$ cat src/rtl/gpio_port.sv
// -----------------------------------------------------------------------------
// gpio_port
//   Memory-mapped GPIO output peripheral sitting between the core data bus and
//   the board LED/GPIO pins. Holds the pin output register (OUT), offers atomic
//   SET/CLR/TOGGLE aliases, and runs a blink engine that toggles the pins
//   selected by BLINK every PRESC+1 cycles without any CPU involvement.
//
// Ports
//   clk        in   1         system clock
//   rst_n      in   1         asynchronous reset, active-low
//   bus_valid  in   1         request strobe, held high until bus_ready
//   bus_we     in   1         1 = write, 0 = read
//   bus_addr   in   3         register word index
//   bus_wdata  in   32        write data
//   bus_ready  out  1         one-cycle acknowledge
//   bus_rdata  out  32        read data, valid only while bus_ready = 1
//   gpio       out  NUM_BITS  pin outputs, driven directly from OUT
//
// Register map (bus_addr)
//   0 OUT     rw   OUT = wdata
//   1 SET     w    OUT |= wdata     (reads return OUT)
//   2 CLR     w    OUT &= ~wdata    (reads return OUT)
//   3 TOGGLE  w    OUT ^= wdata     (reads return OUT)
//   4 BLINK   rw   mask of pins toggled on every prescaler tick
//   5 PRESC   rw   tick period - 1; a write also clears the counter
//   6,7       reserved: writes ignored, reads 0, still acknowledged
//
// Bus handshake
//   A request is taken when bus_valid is seen high in IDLE. The access is
//   performed at that edge and the FSM moves to ACK, where bus_ready is high
//   for exactly one cycle and bus_rdata carries the read data (zero
//   otherwise). bus_valid is ignored in ACK, so a master that keeps valid
//   high until it sees ready never has its access executed twice.
// -----------------------------------------------------------------------------
module gpio_port #(
  parameter int                  NUM_BITS      = 8,
  parameter int                  PRESC_W       = 24,
  parameter logic [PRESC_W-1:0]  PRESC_DEFAULT = 24'd5999
) (
  input  logic                clk,
  input  logic                rst_n,
  input  logic                bus_valid,
  input  logic                bus_we,
  input  logic [2:0]          bus_addr,
  input  logic [31:0]         bus_wdata,
  output logic                bus_ready,
  output logic [31:0]         bus_rdata,
  output logic [NUM_BITS-1:0] gpio
);

  localparam logic [2:0] ADDR_OUT    = 3'd0;
  localparam logic [2:0] ADDR_SET    = 3'd1;
  localparam logic [2:0] ADDR_CLR    = 3'd2;
  localparam logic [2:0] ADDR_TOGGLE = 3'd3;
  localparam logic [2:0] ADDR_BLINK  = 3'd4;
  localparam logic [2:0] ADDR_PRESC  = 3'd5;

  localparam logic [PRESC_W-1:0] CNT_ONE = {{(PRESC_W-1){1'b0}}, 1'b1};

  typedef enum logic [0:0] {
    ST_IDLE = 1'b0,
    ST_ACK  = 1'b1
  } bus_state_t;

  // ---------------------------------------------------------------------------
  // State
  // ---------------------------------------------------------------------------
  bus_state_t          state_q, state_nx;
  logic [NUM_BITS-1:0] out_q, out_nx;
  logic [NUM_BITS-1:0] blink_q, blink_nx;
  logic [PRESC_W-1:0]  presc_q, presc_nx;
  logic [PRESC_W-1:0]  cnt_q, cnt_nx;
  logic [31:0]         rdata_q, rdata_nx;

  // ---------------------------------------------------------------------------
  // Decode
  // ---------------------------------------------------------------------------
  logic                access;
  logic                wr_en;
  logic                rd_en;
  logic                presc_wr;
  logic                tick;
  logic [NUM_BITS-1:0] wr_bits;
  logic [PRESC_W-1:0]  wr_presc;
  logic [NUM_BITS-1:0] out_wr;
  logic [31:0]         rd_val;

  // Bits above the widest register field carry no meaning.
  logic unused_wdata;
  assign unused_wdata = ^bus_wdata[31:PRESC_W];

  assign access   = (state_q == ST_IDLE) && bus_valid;
  assign wr_en    = access && bus_we;
  assign rd_en    = access && !bus_we;
  assign wr_bits  = bus_wdata[NUM_BITS-1:0];
  assign wr_presc = bus_wdata[PRESC_W-1:0];

  // ---------------------------------------------------------------------------
  // Bus FSM next state
  // ---------------------------------------------------------------------------
  always_comb begin
    state_nx = state_q;
    case (state_q)
      ST_IDLE: if (bus_valid) state_nx = ST_ACK;
      ST_ACK:  state_nx = ST_IDLE;
      default: state_nx = ST_IDLE;
    endcase
  end

  // ---------------------------------------------------------------------------
  // Register writes (OUT result before the blink toggle is applied)
  // ---------------------------------------------------------------------------
  always_comb begin
    out_wr   = out_q;
    blink_nx = blink_q;
    presc_nx = presc_q;
    presc_wr = 1'b0;
    if (wr_en) begin
      case (bus_addr)
        ADDR_OUT:    out_wr   = wr_bits;
        ADDR_SET:    out_wr   = out_q | wr_bits;
        ADDR_CLR:    out_wr   = out_q & ~wr_bits;
        ADDR_TOGGLE: out_wr   = out_q ^ wr_bits;
        ADDR_BLINK:  blink_nx = wr_bits;
        ADDR_PRESC: begin
          presc_nx = wr_presc;
          presc_wr = 1'b1;
        end
        default: ;
      endcase
    end
  end

  // ---------------------------------------------------------------------------
  // Prescaler and blink
  //   cnt runs 0..PRESC and the tick fires on the terminal count. A PRESC
  //   write restarts the period from zero and swallows any tick on that edge,
  //   so the next tick lands exactly PRESC+1 edges after the write.
  //   The toggle uses the BLINK value held before this edge, so a BLINK write
  //   coinciding with a tick only takes effect from the following tick.
  // ---------------------------------------------------------------------------
  always_comb begin
    tick   = (cnt_q == presc_q) && !presc_wr;
    cnt_nx = cnt_q + CNT_ONE;
    if (presc_wr || (cnt_q == presc_q)) begin
      cnt_nx = '0;
    end
    out_nx = out_wr ^ (tick ? blink_q : '0);
  end

  // ---------------------------------------------------------------------------
  // Read mux; data is captured only for a read taken this edge, so bus_rdata
  // is zero in every cycle where bus_ready is low.
  // ---------------------------------------------------------------------------
  always_comb begin
    rd_val = '0;
    case (bus_addr)
      ADDR_OUT, ADDR_SET, ADDR_CLR, ADDR_TOGGLE: rd_val[NUM_BITS-1:0] = out_q;
      ADDR_BLINK:                                rd_val[NUM_BITS-1:0] = blink_q;
      ADDR_PRESC:                                rd_val[PRESC_W-1:0]  = presc_q;
      default:                                   rd_val = '0;
    endcase
    rdata_nx = rd_en ? rd_val : '0;
  end

  // ---------------------------------------------------------------------------
  // Registers
  // ---------------------------------------------------------------------------
  always_ff @(posedge clk or negedge rst_n) begin
    if (!rst_n) begin
      state_q <= ST_IDLE;
      out_q   <= '0;
      blink_q <= '0;
      presc_q <= PRESC_DEFAULT;
      cnt_q   <= '0;
      rdata_q <= '0;
    end else begin
      state_q <= state_nx;
      out_q   <= out_nx;
      blink_q <= blink_nx;
      presc_q <= presc_nx;
      cnt_q   <= cnt_nx;
      rdata_q <= rdata_nx;
    end
  end

  // ---------------------------------------------------------------------------
  // Outputs: all straight from flops.
  // ---------------------------------------------------------------------------
  assign bus_ready = (state_q == ST_ACK);
  assign bus_rdata = rdata_q;
  assign gpio      = out_q;

endmodule

$ cat config.mk
export PLATFORM = sky130hd
export DESIGN_NAME = gpio_port
export DESIGN_NICKNAME = d
export VERILOG_FILES = /design/src/rtl/gpio_port.sv
export SDC_FILE = /design/constraint.sdc
export NUM_CORES = 1
export LEC_CHECK = 0
export BUFFER_PORTS_ARGS = -buffer_cell sky130_fd_sc_hd__buf_4
export CAP_MARGIN = 15
export CORE_ASPECT_RATIO = 0.7
export CORE_MARGIN = 8
export CORE_UTILIZATION = 52
export CTS_CLUSTER_SIZE = 24
export DETAILED_ROUTE_END_ITERATION = 12
export GPL_TIMING_DRIVEN = 0
export PLACE_DENSITY = 0.73
export SLEW_MARGIN = 20
export SYNTH_ARGS = -nofsm -noshare
export SYNTH_HDL_FRONTEND = slang
export SYNTH_SLANG_ARGS = --single-unit
$ cat constraint.sdc
create_clock -name clk -period 2 [get_ports clk]
set_input_delay 0.6 -clock clk [delete_from_list [all_inputs] [get_ports clk]]
set_output_delay 0.6 -clock clk [all_outputs]
set_load 0.005 [all_outputs]
==> flow_summary.json <==
{
  "synth_warnings": 0,
  "cp.required_ns": 2.22,
  "rows": 28,
  "grt_pass1_wl_mm": 16.1,
  "clock-sinks": 89,
  "drcViolationCount": 0,
  "vias": 3149,
  "design_area_sq_mm": 0.00552,
  "clock.fmax_ghz": 0.517,
  "critPathKind": "reg2reg",
  "r2r_end": "cnt_q[12]$_DFF_PN0_",
  "path_clk_slew_ns": 0.06,
  "diodes": 0,
  "grt.total_usage": 0.169,
  "crit_path_start_kind": "flip-flop",
  "grt_start_max_net_pins": 90,
  "hpwl_mm": 7.17,
  "gp_congestion": 0.821,
  "synthTopCellsByArea": "dfrtp_1, mux2_2, dfstp_2, xnor2_1, xor2_1",
  "drt_iter0_drc": 133,
  "yosysTopAreaCell": "dfrtp_1",
  "async_flop_share": 1.00,
  "ir_worst_vdd_mv": 0.474,
  "coreArea_sq_mm": 0.00844,
  "seq_area_frac_synth": 0.497,
  "ys_top_cells_by_count": "dfrtp_1, nor2_1, xnor2_1",
  "cap_viol_max_count": 0,
  "fin_crit_sh": 0.967,
  "die-area_sq_mm": 0.0120,
  "placed_cell_area_sq_mm": 0.00514,
  "yosysTopAreaCellShare": 0.438,
  "pwr_density_cell_mw_per_mm2": 1040,
  "cts_root_buf": "clkbuf_16",
  "drtPass1Iterations": 4,
  "yosysMostFrequentCell": "dfrtp_1",
  "ant_nets": 0,
  "rsz0062_at_grt": "yes",
  "rrSetupSlack_ns": 0.07,
  "synth-edff-count": 0,
  "grt_pass1_vias": 3225,
  "synthesis.area_sq_mm": 0.00451,
  "synthCells": 398,
  "cts_tree": "yes",
  "min_path_type": "in2async",
  "relSlewSlack": 0.468,
  "clock-skew-final_ns": 0.00870,
  "clk_path_buf_depth": 2,
  "clk_latency_ns": 0.33,
  "leakage_nw": 2.60,
  "layout-drive-gt1-share": 0.311,
  "vias_per_cell": 5.20,
  "syn_to_final_growth_pct": 22.4,
  "slew_viol_final": 0,
  "place.port_buffers": 61,
  "arrival_ns": 2.15,
  "setup_violations": 0,
  "crit_fanout": 10,
  "finalNetCount": 536,
  "fin_crit_ns": 1.93,
  "cts_buffers": 9,
  "avgSynthCellArea_sq_um": 11.3,
  "die_y_microns": 93.9,
  "ys.flop_type": "dfrtp_1",
  "overflow": 0,
  "synthDistinctLibCells": 33,
  "endpoint_kind": "flip-flop",
  "reg2reg_depth": 7,
  "ys_ff_latch": 89,
  "tightest_slew_ns": 0.798,
  "antenna_found_initial": 0,
  "final.setup.tns_ns": 0,
  "finalHoldViolCount": 0,
  "io_pins": 80,
  "ctsHtreeMaxLevel": 3,
  "p_total_mw": 5.72,
  "r2r-start": "presc_q[9]$_DFFE_PN1P_",
  "die_w_microns": 127,
  "start_util": 0.534,
  "wl_mm": 9.79,
  "status": "completed",
  "wl_per_cell_microns": 16.2
}
cell type report:
type | instances | area [sq um]
Inverter | 26 | 97.6
Fill cell | 656 | 2920
Timing Repair Buffer | 65 | 492
Multi-Input combinational cell | 268 | 2090
Tap cell | 120 | 150
Clock buffer | 10 | 239
Clock inverter | 6 | 66.3
Sequential cell | 89 | 2240
Buffer | 21 | 146
registers in the layout, indices dropped and copies added, names as in the netlist:
| name | cells |
|---|---|
| bus_ready | 1 |
| bus_rdata | 24 |
| blink_q | 8 |
| presc_q | 24 |
| gpio | 8 |
| cnt_q | 24 |
how the worst max path moves through the flow:
stage,startpoint,end,slack (ns)
final,presc_q[9]$_DFFE_PN1P_,cnt_q[12]$_DFF_PN0_,0.07
after global routing,presc_q[9]$_DFFE_PN1P_,cnt_q[8]$_DFF_PN0_,-0.03
after CTS,bus_addr[0],bus_rdata[22]$_DFF_PN0_,0.07
after detailed placement,bus_addr[0],bus_rdata[22]$_DFF_PN0_,-0.54
after global placement,bus_addr[0],bus_rdata[19]$_DFF_PN0_,-0.48
after floorplan,bus_addr[1],bus_rdata[13]$_DFF_PN0_,0.18
kinds of logic after synthesis:
kind of cell,share of synthesized area
AO/OA/AOI/OAI,0.0388
XOR/XNOR,0.105
adder cells (fa/ha/maj),0.0472
buffers and inverters,0.0530
flip-flops,0.497
multiplexers,0.118
other,0.000831
AND/OR/NAND/NOR,0.141
per-stage QoR:
step	hold WS [ns]	utilization	setup slack, ns	std cells
2_1_floorplan	0.304	-	0.184	405
3_3_place_gp	0.481	0.609	-0.483	586
3_5_place_dp	0.490	0.609	-0.538	586
4_1_cts	0.492	0.648	0.0720	604
5_1_grt	0.411	0.654	-0.0258	605
6_report	0.338	0.654	0.0658	605
metal layers:
layer	up-vias	part of all wire	track usage	wire length (microns)
met5	-	0	0	0
met4	0	0.0090	0.0444	88
met3	8	0.052	0.0442	508
met2	85	0.46	0.266	4530
met1	1567	0.48	0.227	4660
li1	1489	-	-	-
critical path, stage by stage (launching register included):
cell	delay [ns]
dfstp_2	0.56
xnor2_2	0.12
nand4_1	0.20
nor4_4	0.39
buf_4	0.17
a21bo_4	0.18
buf_8	0.15
nor2_1	0.05
report_power, final:
group	total, mW	internal, mW	switching [mW]
Combinational	1.40	0.781	0.621
Sequential	2.63	2.20	0.427
Clock	1.69	1.01	0.686
Total	5.72	3.99	1.73
cell usage in the layout (no fill, tap or decap), types with 9 or more instances in the layout:
master,instances
nor2_1,32
and2_1,16
xnor2_1,27
nand4_1,19
xor2_1,25
ha_1,17
o21ai_0,16
nand3_1,10
mux2_2,24
dfrtp_1,79
buf_4,75
inv_1,26
clkbuf_16,9
dfstp_2,10
nand2_1,26
what timing repair did:
item / CTS / global route
gates resized for setup: 2 / 8
hold buffers: 0 / 0
endpoints found under the setup margin: 38 / 25
gates cloned: 0 / 0
pin swaps: 1 / 7
buffers inserted: 2 / 2
Note: power is estimated with default switching activity, not from simulation.
